===== src/rtl/seg_vote_accumulator.sv =====
// Per-slot classifier vote accumulator feeding the VGA plate renderer.
// Latency: frame_end sampled at edge N -> seg*count / counts_valid update at edge N+2.
// Backpressure: none; every input is consumed or ignored in its cycle, outputs hold between windows.
//
// Ports:
//   dclk                 rising-edge clock for all state
//   clr                  synchronous active-high reset, overrides all other inputs
//   frame_start          1-cycle pulse, opens (or restarts) a capture window
//   frame_end            1-cycle pulse, closes the capture window (wins over frame_start)
//   match_valid          classifier result valid this cycle
//   match_slot[2:0]      character slot of the result, 0-5 used, 6-7 dropped
//   match_hit            result voted for the alternate glyph
//   seg1count..seg6count latched 5-bit hit counts for slots 0..5
//   counts_valid         1-cycle pulse when the seg*count outputs have just been refreshed
//   busy                 high while a capture window is open (state ACCUM)
module seg_vote_accumulator #(
  parameter int MIN_SAMPLES = 8,
  parameter int HIT_MAX     = 31,
  parameter int SAMPLE_MAX  = 63
) (
  input  logic       dclk,
  input  logic       clr,
  input  logic       frame_start,
  input  logic       frame_end,
  input  logic       match_valid,
  input  logic [2:0] match_slot,
  input  logic       match_hit,
  output logic [4:0] seg1count,
  output logic [4:0] seg2count,
  output logic [4:0] seg3count,
  output logic [4:0] seg4count,
  output logic [4:0] seg5count,
  output logic [4:0] seg6count,
  output logic       counts_valid,
  output logic       busy
);

  localparam int NSLOT = 6;

  localparam logic [1:0] ST_IDLE  = 2'd0;
  localparam logic [1:0] ST_ACCUM = 2'd1;
  localparam logic [1:0] ST_LATCH = 2'd2;

  localparam logic [4:0] HIT_SAT = 5'(HIT_MAX);
  localparam logic [5:0] SMP_SAT = 6'(SAMPLE_MAX);
  localparam logic [5:0] SMP_MIN = 6'(MIN_SAMPLES);

  logic [1:0] state_q, state_d;
  logic [4:0] hit_q [NSLOT];
  logic [4:0] hit_d [NSLOT];
  logic [5:0] smp_q [NSLOT];
  logic [5:0] smp_d [NSLOT];
  logic [4:0] seg_q [NSLOT];
  logic       latch_go_q;
  logic       counts_valid_q;
  logic       busy_q;

  logic       count_en;
  logic       clear_all;

  always_comb begin
    state_d   = state_q;
    count_en  = 1'b0;
    clear_all = 1'b0;
    case (state_q)
      ST_IDLE: begin
        if (frame_start) begin
          state_d   = ST_ACCUM;
          clear_all = 1'b1;
        end
      end
      ST_ACCUM: begin
        if (frame_end) begin
          // Closing beats restarting; the match of this cycle still counts.
          state_d  = ST_LATCH;
          count_en = 1'b1;
        end else if (frame_start) begin
          // Restart: fresh window, same-cycle match is dropped.
          clear_all = 1'b1;
        end else begin
          count_en = 1'b1;
        end
      end
      ST_LATCH: state_d = ST_IDLE;
      default:  state_d = ST_IDLE;
    endcase
  end

  always_comb begin
    for (int k = 0; k < NSLOT; k++) begin
      hit_d[k] = hit_q[k];
      smp_d[k] = smp_q[k];
      if (clear_all) begin
        hit_d[k] = '0;
        smp_d[k] = '0;
      end else if (count_en && match_valid && (match_slot == 3'(k))) begin
        // Saturate rather than wrap so a long window never reads as a small count.
        if (smp_q[k] < SMP_SAT) smp_d[k] = smp_q[k] + 6'd1;
        if (match_hit && (hit_q[k] < HIT_SAT)) hit_d[k] = hit_q[k] + 5'd1;
      end
    end
  end

  always_ff @(posedge dclk) begin
    if (clr) begin
      state_q        <= ST_IDLE;
      latch_go_q     <= 1'b0;
      counts_valid_q <= 1'b0;
      busy_q         <= 1'b0;
      for (int k = 0; k < NSLOT; k++) begin
        hit_q[k] <= '0;
        smp_q[k] <= '0;
        seg_q[k] <= '0;
      end
    end else begin
      state_q        <= state_d;
      busy_q         <= (state_d == ST_ACCUM);
      // The LATCH cycle arms the update; outputs move one edge later so the
      // refresh lands two edges after frame_end, together with counts_valid.
      latch_go_q     <= (state_q == ST_LATCH);
      counts_valid_q <= latch_go_q;
      for (int k = 0; k < NSLOT; k++) begin
        hit_q[k] <= hit_d[k];
        smp_q[k] <= smp_d[k];
        // Accumulators are untouched until the next frame_start, which can at
        // the earliest clear them at this same edge, so the old values are read.
        if (latch_go_q && (smp_q[k] >= SMP_MIN)) seg_q[k] <= hit_q[k];
      end
    end
  end

  assign seg1count    = seg_q[0];
  assign seg2count    = seg_q[1];
  assign seg3count    = seg_q[2];
  assign seg4count    = seg_q[3];
  assign seg5count    = seg_q[4];
  assign seg6count    = seg_q[5];
  assign counts_valid = counts_valid_q;
  assign busy         = busy_q;

endmodule


===== config.mk =====
export PLATFORM = sky130hd
export DESIGN_NAME = seg_vote_accumulator
export DESIGN_NICKNAME = d
export VERILOG_FILES = /design/src/rtl/seg_vote_accumulator.sv
export SDC_FILE = /design/constraint.sdc
export NUM_CORES = 1
export LEC_CHECK = 0
export ABC_AREA = 1
export CAP_MARGIN = 0
export CORE_UTILIZATION = 35
export DETAILED_ROUTE_END_ITERATION = 7
export SLEW_MARGIN = 40
export SYNTH_ARGS = -nofsm -noshare
export SYNTH_HDL_FRONTEND = slang
export SYNTH_SLANG_ARGS = --single-unit

===== constraint.sdc =====
create_clock -name dclk -period 3.8 [get_ports dclk]
set_clock_uncertainty 0.05 [all_clocks]
set_input_delay 0.76 -clock dclk [delete_from_list [all_inputs] [get_ports dclk]]
set_output_delay 0.76 -clock dclk [all_outputs]
set_load 0.02 [all_outputs]

== Word level (Yosys, flattened, before mapping) ==
Memory sizes are Yosys's and may differ from the RTL's.
Index checks and enable logic that the tools add are counted.
W data, S select, Z words.

* Register bits: 5
* RAM bits: 96
* Bits of input ports: 9
* Logic and storage cells: 168
* Memories: 3

* Add/sub/neg operators: 12
* Order comparisons: 18
* Equality and inequality tests: 8
* Muxes and demuxes: 84
* Bitwise operators: 18
* Reductions and logical operators: 21

{| class="wikitable"
|+ Memory list
! name !! words !! width !! read ports !! clocked after Yosys merged registers in !! write ports !! line !! RTL
|-
| smp_q || 6 || 6 || 6 || 0 || 6 || 51 || <nowiki>logic [5:0] smp_q [NSLOT];</nowiki>
|-
| hit_q || 6 || 5 || 6 || 0 || 6 || 49 || <nowiki>logic [4:0] hit_q [NSLOT];</nowiki>
|-
| seg_q || 6 || 5 || 6 || 0 || 6 || 53 || <nowiki>logic [4:0] seg_q [NSLOT];</nowiki>
|}

{| class="wikitable"
|+ Operators by type and width
! cell !! count
|-
| $mux W5 || 30
|-
| $mux W6 || 24
|-
| $add A6 B1 Y6 const B || 6
|-
| $ge A6 B4 Y1 const B || 6
|-
| $lt A6 B6 Y1 const B || 6
|-
| $add A5 B1 Y5 const B || 6
|-
| $lt A5 B5 Y1 const B || 6
|-
| $mux W1 || 26
|-
| $logic_and A1 B1 Y1 || 19
|-
| $or A1 B1 Y1 || 18
|-
| $eq A3 B2 Y1 const B || 2
|-
| $eq A3 B3 Y1 const B || 2
|-
| $eq A2 B1 Y1 const B || 2
|-
| $mux W2 || 2
|-
| $pmux W2 S2 || 1
|-
| $eq A3 B1 Y1 const B || 1
|-
| $logic_not A3 Y1 || 1
|-
| $eq A2 B2 Y1 const B || 1
|-
| $logic_not A2 Y1 || 1
|-
| $pmux W1 S2 || 1
|}

== Depth between registers and ports, before layout ==
Gate-level depths: netlist of run 1.

* Depth in word-level cells: 8
* Gate-level depth with buffers: 9
* Mapped depth without buffers: 8

== Worst setup path before layout of run 1 ==
OpenSTA, ideal clock, no wires.

* Path type: input-to-reg
* Start point: input port frame_end
* End point: memory smp_q[0][5]
* Library setup time: 0.113 ns
* Arrival: 1.529 ns
* Slack: 2.108 ns
* Cell stages on the path: 9
* Path buffers: 1
* Cell sequence: inv_1 > nand2_2 > inv_1 > nand2_1 > nand3_2 > clkinv_2 > buf_4 > nand2_1 > nor2_2

{| class="wikitable"
|+ RTL lines
! item !! line !! RTL
|-
| from (decl) || 24 || <nowiki>input logic frame_end,</nowiki>
|-
| to (decl) || 51 ||
|}

==> results of run 1 <==
==> registers in the layout (all words and copies together) (netlist names) <==
signal        cells
latch_go_q        1
seg_q            30
busy              1
counts_valid      1
smp_q            36
hit_q            30
state_q           2
==> layout make-up <==
class / instances / area, um^2 / area share (%)
Timing Repair Buffer: 41 / 420 / 6.56
Clock buffer: 12 / 246 / 3.84
Sequential cell: 101 / 2320 / 36.2
Tap cell: 211 / 264 / 4.12
Multi-Input combinational cell: 548 / 2600 / 40.5
Clock inverter: 4 / 23.8 / 0.371
Inverter: 143 / 538 / 8.39
==> per-stage QoR <==
| stage | worst slack (ns) | cells | util (%) | total power, mW |
|---|---|---|---|---|
| final | 1.37 | 1060 | 41.6 | 2.14 |
| after global routing | 1.19 | 1060 | 41.6 | 2.23 |
| after CTS | 1.33 | 1060 | 41.6 | 2.17 |
| after detailed placement | 0.951 | 1044 | 39.8 | 1.30 |
| after global placement | 0.946 | 1044 | 39.8 | 1.30 |
| after floorplan | 2.11 | 811 | - | 1.25 |
==> synthesized netlist by cell type (6+ instances only) <==
| master | n | area, um^2 |
|---|---|---|
| nand2_1 | 196 | 736 |
| inv_1 | 141 | 529 |
| o21ai_0 | 6 | 30.0 |
| nand3_1 | 98 | 490 |
| xnor2_1 | 6 | 52.6 |
| buf_8 | 6 | 90.1 |
| nand4_1 | 12 | 75.1 |
| ha_1 | 18 | 225 |
| o21ai_1 | 6 | 30.0 |
| edfxtp_1 | 30 | 901 |
| nor2_1 | 165 | 619 |
| nor2_2 | 10 | 62.6 |
| dfxtp_1 | 71 | 1420 |
| a21oi_2 | 12 | 105 |
| nor2_4 | 8 | 90.1 |
==> worst paths after layout <==
path | startpoint | to | slack (ns) | cells after the start
min | state_q[0]$_SDFF_PP0_ | latch_go_q$_SDFF_PP0_ | 0.45 | 1
min reg2reg | state_q[0]$_SDFF_PP0_ | latch_go_q$_SDFF_PP0_ | 0.45 | 1
max | clr | smp_q[3][2]$_SDFFE_PP0P_ | 1.37 | 7
max reg2reg | latch_go_q$_SDFF_PP0_ | seg_q[0][22]$_SDFFCE_PN0P_ | 1.91 | 4
==> kinds of logic (layout without fill, tap and decap cells) <==
group,after synthesis,after routing,synth area share (%)
AOI/OAI and AO/OA,26,26,3.11
xor gates and xnor gates,6,6,0.933
adders and majority gates,18,18,4.00
buffers and inverters,162,200,12.6
DFF,101,101,41.2
and+or+nand+nor,498,498,38.1
==> critical path: cells and delay by family <==
family                 cells  cell delay, ns
AOI/OAI and AO/OA          1            0.09
buffers and inverters      4            1.48
and+or+nand+nor            2            0.27
==> power breakdown <==
part	internal [mW]	total (mW)	switching, mW
combinational	0.0531	0.150	0.0973
sequential	1.12	1.13	0.00660
clock	0.459	0.865	0.406
total	1.63	2.14	0.510
==> routing by layer <==
layer	GRT usage [%]	wire length [um]	vias up
li1	-	-	2557
met1	19.2	5650	2048
met2	23.6	4940	61
met3	2.54	312	13
met4	7.61	263	0
met5	0	0	-
==> metrics.md, run 1 <==
| Metric | Value |
|---|---|
| Status | complete, no violations |
| Final Cell Area | 0.00641 mm^2 |
| Register area share after synthesis | 41.2% |
| Vias | 4679 |
| Post-synth EDFFs | 30 |
| Total congestion overflow | 0 |
| TritonCTS clock tree | yes |
| Maximum clock frequency | 411 MHz |
| FFs w/ async S/R, synth | 0% |
| Total CTS buffers | 9 |
| Number of global-route vias before repair | 4092 |
| Pwr dens | 334 mW/mm^2 |
| Mean Syn Cell Area | 6.94 um^2 |
| Core area | 0.0154 mm^2 |
| Post-route ant nets | 0 |
| Final setup TNS | 0 ns |
| Starting Density | 36.5% |
| Worst-path cell chain | clkdlybuf4s50_1 -> inv_1 -> nand3_2 -> clkinv_2 -> buf_12 -> o21ai_1 -> nor2_1 |
| Slowest cell on crit path | clkdlybuf4s50_1 |
| Post-Syn Area | 0.00563 mm^2 |
| Synth unique cells | 27 |
| Hold Violations, Final | 0 |
| Drt total wl | 11200 um |
| Worst VDD drop | 0.237 mV |
| Fin crit period | 2.43 ns |
| IO Count | 41 |
| DRT Pass-1 Iters | 4 |
| Slowest cell delay on critical path | 0.59 ns |
| Root Buffer | clkbuf_16 |
| RSZ-0062 raised after global routing | false |
| Cell Rows | 45 |
| Drt wl/cell | 10.5 um |
| Gates resized, CTS repair | 0 |
| GRT Total Usage | 14.8% |
| Die area | 0.0166 mm^2 |
| Post-CTS Setup Inserts | 0 |
| First-pass GRT wire length | 19200 um |
| Die extent in y | 129 um |
| Die width | 129 um |
| DRT iter0 DRCs | 307 |
| DRC violations left | 0 |
| Clk buf depth | 2 |
| Syn Inst Count | 811 |
| Clock transition at the registers of the reported paths | 0.07 ns |
| Clk Latency, worst-skew pair | 0.36 ns |
| Ant. Diodes | 0 |
| Worst Hold Class | flip-flop to flip-flop |
| Clk sink count | 101 |
| CP endpoint kind | flip-flop |
| Hold_buf cts | 0 |
| Hold WS | 0.446 ns |
| Max Slew Vio Count | 0 |
| Placed inst area | 0.00614 mm^2 |
| Htree depth | 3 |
| Final setup vio count | 0 |
| I/O Buffers | 40 |
| YS warnings | 0 |
| Syn_nets | 838 |
| Pin count of the biggest net entering global routing | 37 |
| Net count, final | 871 |
| Leakage power | 2.48 nW |
| Synth Register Bits | 101 |
| Critical path class | input pin to flip-flop |
| Syn-to-layout area delta | 13.9% |
| WP data required | 4.00 ns |
| Fill cells | 1636 |
| Initial antenna violation count | 0 |
| Crit-path max FO | 36 |
| Most frequent cells in the layout | nand2_1, nor2_1, inv_1 |
| Share of cells above drive strength 1 | 6.12% |
| Final Cycle Share | 64.0% |
| Rel. slew slack | 50.0% |
| Via density | 4.41 |
| DP HPWL | 7840 um |
| Critical path data arrival time | 2.63 ns |
| Crit start category | input pin |
| Ys flop type | dfxtp_1 |
| GPL Wtd Cong | 0.781 |
| Number of max-cap violations | 0 |
| Most common cell after layout, fill and taps aside | nand2_1 |
| Slew at the pin closest to its max-slew limit | 0.748 ns |
(Power assumes the default switching activity.)
==> run 2: changes to the inputs <==
==> constraint.sdc (replaced) <==
create_clock -name dclk -period 2.2 [get_ports dclk]
set_clock_uncertainty 0.05 [all_clocks]
set_input_delay 0.44 -clock dclk [delete_from_list [all_inputs] [get_ports dclk]]
set_output_delay 0.44 -clock dclk [all_outputs]
set_load 0.02 [all_outputs]
==> metrics.md, run 2 (synthesis gave the netlist of run 1 again) <==
| Metric | Value |
|---|---|
| Total CTS buffers | 9 |
| Reg power frac | 51.7% |
| Share of cells above drive strength 1 | 7.23% |
| Slowest cell delay on critical path | 0.60 ns |
| DP HPWL | 7830 um |
| Crit path max-delay family | buffers and inverters |
| Multi-input logic area | 0.00260 mm^2 |
| Final Cycle Share | 81.5% |
| Vias | 4660 |
| IO Count | 41 |
| Post-route ant nets | 0 |
| Die area | 0.0166 mm^2 |
| Crit start category | flip-flop |
| Crit-path max FO | 1 |
| Via density | 4.36 |
| Internal power | 2.90 mW |
| Rel. slew slack | 74.4% |
| Critical path data arrival time | 1.30 ns |
| Syn-to-layout area delta | 15.3% |
| Pin count of the biggest net entering global routing | 37 |
| P_sw | 0.864 mW |
| Register area | 0.00232 mm^2 |
| WP data required | 1.71 ns |
| Final setup TNS | 0 ns |
| DRC violations left | 0 |
| Cell Rows | 45 |
| Number of max-cap violations | 0 |
| GPL Wtd Cong | 0.777 |
| Worst Hold Class | flip-flop to flip-flop |
| Root Buffer | clkbuf_16 |
| Die width | 129 um |
| Drt total wl | 10900 um |
| I/O Buffers | 40 |
| Bufs and invs on worst path | 1 |
| Largest registers | smp_q x36, hit_q x30, seg_q x30 |
| Initial antenna violation count | 0 |
| GRT Total Usage | 14.8% |
| Net count, final | 879 |
| Htree depth | 3 |
| Post-Place Cells | 1052 |
| Pre-CTS setup slack | 0.122 ns |
| Critical path class | flip-flop to primary output |
| Clk Latency, worst-skew pair | 0.35 ns |
| Ant. Diodes | 0 |
| Number of global-route vias before repair | 4084 |
| Most frequent cells in the layout | nand2_1, nor2_1, inv_1 |
| Slew at the pin closest to its max-slew limit | 0.383 ns |
| RSZ-0062 raised after global routing | false |
| Clk pwr share | 41.1% |
| CP endpoint kind | primary output |
| Clk buf depth | 2 |
| Leakage power | 2.53 nW |
| Gates resized, CTS repair | 0 |
| TritonCTS clock tree | yes |
| Status | complete, no violations |
| DRT iter0 DRCs | 270 |
| Fin crit period | 1.79 ns |
| Largest Register | smp_q |
| Die extent in y | 129 um |
| Final std cells w/o fill | 1068 |
| Max reg flops | 36 |
| First-pass GRT wire length | 19200 um |
| Clk sink count | 101 |
| Slowest cell on crit path | clkdlybuf4s50_1 |
| Starting Density | 36.5% |
| Worst VDD drop | 0.334 mV |
| Final worst setup slack | 0.408 ns |
| Drt wl/cell | 10.2 um |
| Final setup vio count | 0 |
| Fill cells | 1645 |
| DRT Pass-1 Iters | 4 |
| Hold Violations, Final | 0 |
| Hold_buf cts | 0 |
| Logic pwr share | 7.1% |
| Core area | 0.0154 mm^2 |
| Post-CTS Setup Inserts | 0 |
| Pwr dens | 580 mW/mm^2 |
| Most common cell after layout, fill and taps aside | nand2_1 |
| Clock transition at the registers of the reported paths | 0.07 ns |
| Max Slew Vio Count | 0 |
| Maximum clock frequency | 558 MHz |
| Switching Share | 22.9% |
| PnR Total Power | 3.76 mW |
| Worst-path cell chain | clkdlybuf4s50_1 |
| Total congestion overflow | 0 |
## run 2: cell count changes in the layout (fill, tap and decap cells not counted)
cell	before	now
buf_4	0	8
clkinv_1	2	0
clkinv_2	1	3
clkbuf_16	9	10
clkinv_4	1	0
## run 2: routing by layer
metal  GRT usage, %  vias up  routed length [um]
li1               -     2560                   -
met1           20.0     2029                5560
met2           22.8       61                4830
met3           3.45       10                 330
met4           5.40        0                 159
met5              0        -                   0
## run 2: power by group through the flow
stage / Clock (mW) / Combinational [mW] / Sequential [mW]
finish: 1.55 / 0.269 / 1.95
global route: 1.68 / 0.300 / 1.95
detailed placement: 0 / 0.272 / 1.99
floorplan: 0 / 0.146 / 2.02
global placement: 0 / 0.272 / 1.99
CTS: 1.61 / 0.273 / 1.95
## run 2: area by class of cell
class                      count  area share, %
clock buffer                  13           4.18
clock inverter                 3          0.270
inverter                     143           8.29
multi-input combinational    548           40.0
sequential                   101           35.8
tap                          211           4.07
timing repair buffer          49           7.40
## run 2: metrics by stage
step	hold slack [ns]	util, %	cell area (um^2)
floorplan	0.392	-	5630
global placement	0.426	40.2	6200
detailed placement	0.424	40.2	6200
CTS	0.430	42.1	6490
global route	0.479	42.1	6490
finish	0.437	42.1	6490
## run 2: path summary, 6_finish.rpt
kind                         startpoint                       end  slack (ns)  cells after the start
max          seg_q[0][24]$_SDFFCE_PN0P_              seg5count[4]        0.41                      1
min               state_q[0]$_SDFF_PP0_     latch_go_q$_SDFF_PP0_        0.44                      1
max reg2reg       state_q[0]$_SDFF_PP0_  smp_q[2][1]$_SDFFE_PP0P_        0.65                      8
min reg2reg       state_q[0]$_SDFF_PP0_     latch_go_q$_SDFF_PP0_        0.44                      1
==> RTL change 1: new RTL, settings of run 2 <==
Change the localparam `NSLOT` from 6 to 12.
--- a/src/rtl/seg_vote_accumulator.sv
+++ b/src/rtl/seg_vote_accumulator.sv
@@ -36,5 +36,5 @@
 );
 
-  localparam int NSLOT = 6;
+  localparam int NSLOT = 12;
 
   localparam logic [1:0] ST_IDLE  = 2'd0;
Check against the original RTL: no difference found for any inputs over 10 cycles, from zero or initial values; that may be too few to reach the edited logic, so the function may still have changed.
==> RTL change 1 against run 2 <==
  * Non-clock buffer count grew 6
  * Sequential cell count unchanged
  * Count of clock-buffer cells in the layout is the same
  * Setup slack better by 5.1 ps
  * Design area down 2.7%
  * Synthesized area shrank 4.9%
  * Via count fell by 0.90%
  * Wire length grew 2.3%
  * Total power increased by 0.75%
  * Largest power group unchanged
==> RTL change 1: results (changes against run 2) <==
| Metric | Value |
|---|---|
| Status | `finished, final reports clean` |
| Lkg Pwr | `2.46 nW (-2.9%)` |
| Synth Area in Adders | `0.0421 (+0.00206)` |
| Crit path max fanout | `1 (unchanged)` |
| GRT Overall Usage | `0.154 (+0.00669)` |
| Synth top cells by count | `nor2_1 (185), nand2_1 (177), inv_1 (114), nand3_1 (89), dfxtp_1 (71)` |
| Pin count of the biggest net entering global routing | `35 (-5.4%)` |
| Synth Area in Compound Gates | `0.0276 (-0.00354)` |
| Post-synthesis sequential area ratio | `0.434 (+0.0212)` |
| CTS Buffer Depth | `2 (unchanged)` |
| Wire per inst | `11.0 um (+8.2%)` |
| H-tree depth | `3 (unchanged)` |
| Post-Syn Nets | `798 (-4.8%)` |
| Drt pass-1 iters | `4 (unchanged)` |
| Minimum clock period | `1790 ps (-5.13 ps)` |
| Postcts setup bufs | `0 (unchanged)` |
| Relative slew slack | `0.653 (-0.0910)` |
| M1 wire length | `5510 um (-0.86%)` |
| Core area | `14800 um^2 (-4.4%)` |
| VDD IR-drop max | `391 uV (+17%)` |
| Nets@finish | `847 (-3.6%)` |
| First-pass GRT wire length | `19600 um (+2.0%)` |
| Vias in the first global route | `4275 (+4.7%)` |
| CP top delay family | `buffers and inverters` |
| Post-Synth XOR/XNOR Area | `0.0180 (+0.00866)` |
| Met2 wire len | `5020 um (+4.1%)` |
| Met3 WL | `303 um (-8.2%)` |
| Placer congestion estimate | `0.801 (+3.1%)` |
| Synth top area cells | `dfxtp_1 (27%), edfxtp_1 (17%), nor2_1 (13%)` |
| Routed vias | `4618 (-0.90%)` |
| Hold Crit Class | `reg -> reg` |
| Unique masters post-synth | `26 (-3.7%)` |
| Share of cells above drive strength 1 | `0.0521 (-0.0202)` |
| DR iter-0 viols | `301 (+11%)` |
| Filler Cells Inserted | `1527 (-7.2%)` |
| Post-DP HPWL | `7950 um (+1.6%)` |
| Pre-CTS WS | `-42.5 ps (-165 ps)` |
RTL change 1: changes by cell type after synthesis, sizes merged, moves of 2 or more:
| cell | delta |
|---|---|
| a21oi | +3 |
| buf | -2 |
| inv | -27 |
| nand2 | -24 |
| nand3 | -9 |
| nand4 | +3 |
| nor2 | +9 |
| or2 | +2 |
| xnor2 | +4 |
RTL change 1: area by class of cell:
| cell class | count | share of cell area |
|---|---|---|
| well taps | 184 | 0.0365 |
| clock inverters | 3 | 0.00258 |
| multi-input cells | 538 | 0.395 |
| clock buffers | 13 | 0.0446 |
| repair buffers | 55 | 0.0852 |
| inverters | 115 | 0.0683 |
| flip-flops and latches | 101 | 0.368 |
RTL change 1: per-stage QoR:
stage | utilization | total power, mW | std cells | instance area (um^2)
floorplan | - | 2.15 | 771 | 5360
global placement | 0.408 | 2.26 | 993 | 6020
detailed placement | 0.408 | 2.26 | 993 | 6020
CTS | 0.428 | 3.85 | 1009 | 6310
global route | 0.428 | 3.96 | 1009 | 6320
finish | 0.428 | 3.79 | 1009 | 6320
RTL change 1: cell families (layout without fill, tap and decap cells):
logic type               after synthesis  after routing
AO/OA/AOI/OAI                         29             29
XOR/XNOR                              11             11
adder cells (fa/ha/maj)               18             18
buffers and inverters                132            186
flip-flops                           101            101
AND/OR/NAND/NOR                      480            480
RTL change 1: where the power goes:
part	switching, mW	total, mW	internal (mW)
logic	0.164	0.264	0.100
registers	0.0114	1.95	1.94
clock network	0.684	1.58	0.895
total	0.860	3.79	2.93
RTL change 1: layer usage:
| metal | global-route usage | up-vias |
|---|---|---|
| li1 | - | 2494 |
| met3 | 0.0285 | 16 |
| met2 | 0.251 | 54 |
| met5 | 0 | - |
| met4 | 0.0739 | 0 |
| met1 | 0.198 | 2054 |
RTL change 1: final timing paths:
check	start	slack, ps	cells after the start	endpoint
worst max-delay path	busy$_SDFF_PP0_	410	1	busy
worst min-delay path	state_q[0]$_SDFF_PP0_	400	1	latch_go_q$_SDFF_PP0_
worst max register to register	state_q[1]$_SDFF_PP0_	600	7	smp_q[0][11]$_SDFFE_PP0P_
worst min register to register	state_q[0]$_SDFF_PP0_	400	1	latch_go_q$_SDFF_PP0_
==> RTL change 2: new RTL, flow settings as in run 2 <==
Without the edit above. Register the input `match_hit` before use. The logic sees it one clock later. The other inputs are not delayed to match.
--- a/src/rtl/seg_vote_accumulator.sv
+++ b/src/rtl/seg_vote_accumulator.sv
@@ -45,4 +45,10 @@
   localparam logic [5:0] SMP_SAT = 6'(SAMPLE_MAX);
   localparam logic [5:0] SMP_MIN = 6'(MIN_SAMPLES);
+
+  logic match_hit_q;
+
+  always_ff @(posedge dclk) begin
+    match_hit_q <= match_hit;
+  end
 
   logic [1:0] state_q, state_d;
@@ -97,5 +103,5 @@
         // Saturate rather than wrap so a long window never reads as a small count.
         if (smp_q[k] < SMP_SAT) smp_d[k] = smp_q[k] + 6'd1;
-        if (match_hit && (hit_q[k] < HIT_SAT)) hit_d[k] = hit_q[k] + 5'd1;
+        if (match_hit_q && (hit_q[k] < HIT_SAT)) hit_d[k] = hit_q[k] + 5'd1;
       end
     end
Check against the original RTL: same outputs for any inputs over 10 cycles, from zero or initial values; that may be too few to reach the edited logic, so the function may still have changed.
==> RTL change 2 against run 2 <==
  * Wire length shrank 4.1%
  * Setup slack better by 14 ps
  * Synthesized area is 6.5% lower
  * Design area shrank 4.6%
  * Sequential cell count increased by 1
  * Total power grew 1.9%
  * Cell count is 9.5% lower
==> RTL change 2: results (changes against run 2) <==
| Metric | Value |
|---|---|
| Antenna violations before repair | `0 (unchanged)` |
| Highest Clock Rate | `562 MHz (+0.80%)` |
| First-pass GRT wire length | `17800 um (-7.3%)` |
| VDD IR-drop max | `333 uV (-0.31%)` |
| Share of cells above drive strength 1 | `0.0447 (-0.0276)` |
| Worst-path clk slew | `70 ps (about the same)` |
| Worst R2R Setup Slack | `610 ps (-40 ps)` |
| Pin count of the biggest net entering global routing | `65 (+76%)` |
| Critical Path End | `seg5count[3]` |
| Mean Syn Cell Area | `7.17 um^2 (+3.3%)` |
| Worst setup path start | `seg_q[4][3]$_SDFFCE_PN0P_` |
| Total CTS buffers | `9 (unchanged)` |
| Wire per inst | `10.8 um (+5.9%)` |
| Synth top cells by count | `nor2_1 (187), nand2_1 (167), inv_1 (92), dfxtp_1 (72), nand3_1 (72)` |
| Status | `finished, final reports clean` |
| Synth top area cells | `dfxtp_1 (27%), edfxtp_1 (17%), nor2_1 (13%)` |
| Clk_lat worst skew | `350 ps (about the same)` |
| Post-synth ARST share | `0 (unchanged)` |
| Critical-path top delay cell | `clkdlybuf4s50_1` |
| DR iter-0 viols | `336 (+24%)` |
| Synth Area in Compound Gates | `0.0247 (-0.00640)` |
| WP data required | `1710 ps (about the same)` |
| Post-synthesis sequential area ratio | `0.445 (+0.0324)` |
| Unique masters post-synth | `26 (-3.7%)` |
| Crit path max fanout | `1 (unchanged)` |
| Synth warnings | `0 (unchanged)` |
| Post-DP HPWL | `7300 um (-6.8%)` |
| Post-Synth XOR/XNOR Area | `0.0250 (+0.0156)` |
| Placed inst area | `5890 um^2 (-5.0%)` |
| Lkg Pwr | `2.53 nW (-0.29%)` |
| Antenna fix cells | `0 (unchanged)` |
| CTS Buffer Depth | `2 (unchanged)` |
| Post-synthesis mux area share | `0 (unchanged)` |
| WL final | `10400 um (-4.1%)` |
| Vias in the first global route | `3878 (-5.0%)` |
| Placer congestion estimate | `0.765 (-1.5%)` |
| GRT Overall Usage | `0.142 (-0.00526)` |
| Post-CTS sizing | `0 (unchanged)` |
| Post-Syn Nets | `761 (-9.2%)` |
| Tightest Pin Transition | `572 ps (+190 ps)` |
| Crit Reg-Reg Startpoint | `state_q[0]$_SDFF_PP0_` |
| Routed vias | `4334 (-7.0%)` |
| Nets@finish | `805 (-8.4%)` |
| Hold Crit Class | `reg -> reg` |
| Pre-CTS WS | `56.2 ps (-66.1 ps)` |
| Slowest cell delay on critical path | `610 ps` |
| FF-to-FF End | `smp_q[4][1]$_SDFFE_PP0P_` |
| Synth Area in Adders | `0.0428 (+0.00278)` |
| Placed cells | `951 (-9.6%)` |
## RTL change 2: cell count changes after synthesis, moves of 4 or more
cell      before  now
a21oi_1        2   13
a21oi_2       12    0
buf_2          1    6
buf_8          6    0
inv_1        141   92
nand2_1      196  167
nand3_1       98   72
nand3b_1       0   12
nor2_1       165  187
nor2_2        10    1
nor2_4         8    4
o21ai_0        6   13
o21ai_1        6    0
xnor2_1        6   12
## RTL change 2: final cells by class
cell class	instances	area (um^2)
clock inverters	5	57.6
fillers	1454	8400
multi-input cells	522	2480
repair buffers	49	480
well taps	184	230
clock buffers	11	243
flip-flops and latches	102	2340
inverters	94	353
## RTL change 2: worst min path at each step
stage / depth (start not counted) / to / start / slack, ps
final: 2 / smp_q[3][2]$_SDFFE_PP0P_ / smp_q[3][2]$_SDFFE_PP0P_ / 420
after global routing: 2 / smp_q[4][2]$_SDFFE_PP0P_ / smp_q[4][2]$_SDFFE_PP0P_ / 450
after CTS: 2 / smp_q[3][2]$_SDFFE_PP0P_ / smp_q[3][2]$_SDFFE_PP0P_ / 420
after detailed placement: 2 / smp_q[3][2]$_SDFFE_PP0P_ / smp_q[3][2]$_SDFFE_PP0P_ / 410
after global placement: 2 / smp_q[4][2]$_SDFFE_PP0P_ / smp_q[4][2]$_SDFFE_PP0P_ / 410
after floorplan: 2 / smp_q[3][2]$_SDFFE_PP0P_ / smp_q[3][2]$_SDFFE_PP0P_ / 390
## RTL change 2: layer usage
metal  wire (um)  global-route usage  vias up
met5           0                   0        -
met2        4740               0.234       57
met4         146              0.0468        0
li1            -                   -     2377
met1        5060               0.181     1889
met3         479              0.0365       11
## RTL change 2: where the power goes
part           switching [mW]  internal [mW]
combinational           0.158         0.0928
sequential             0.0122           1.96
clock                   0.702          0.916
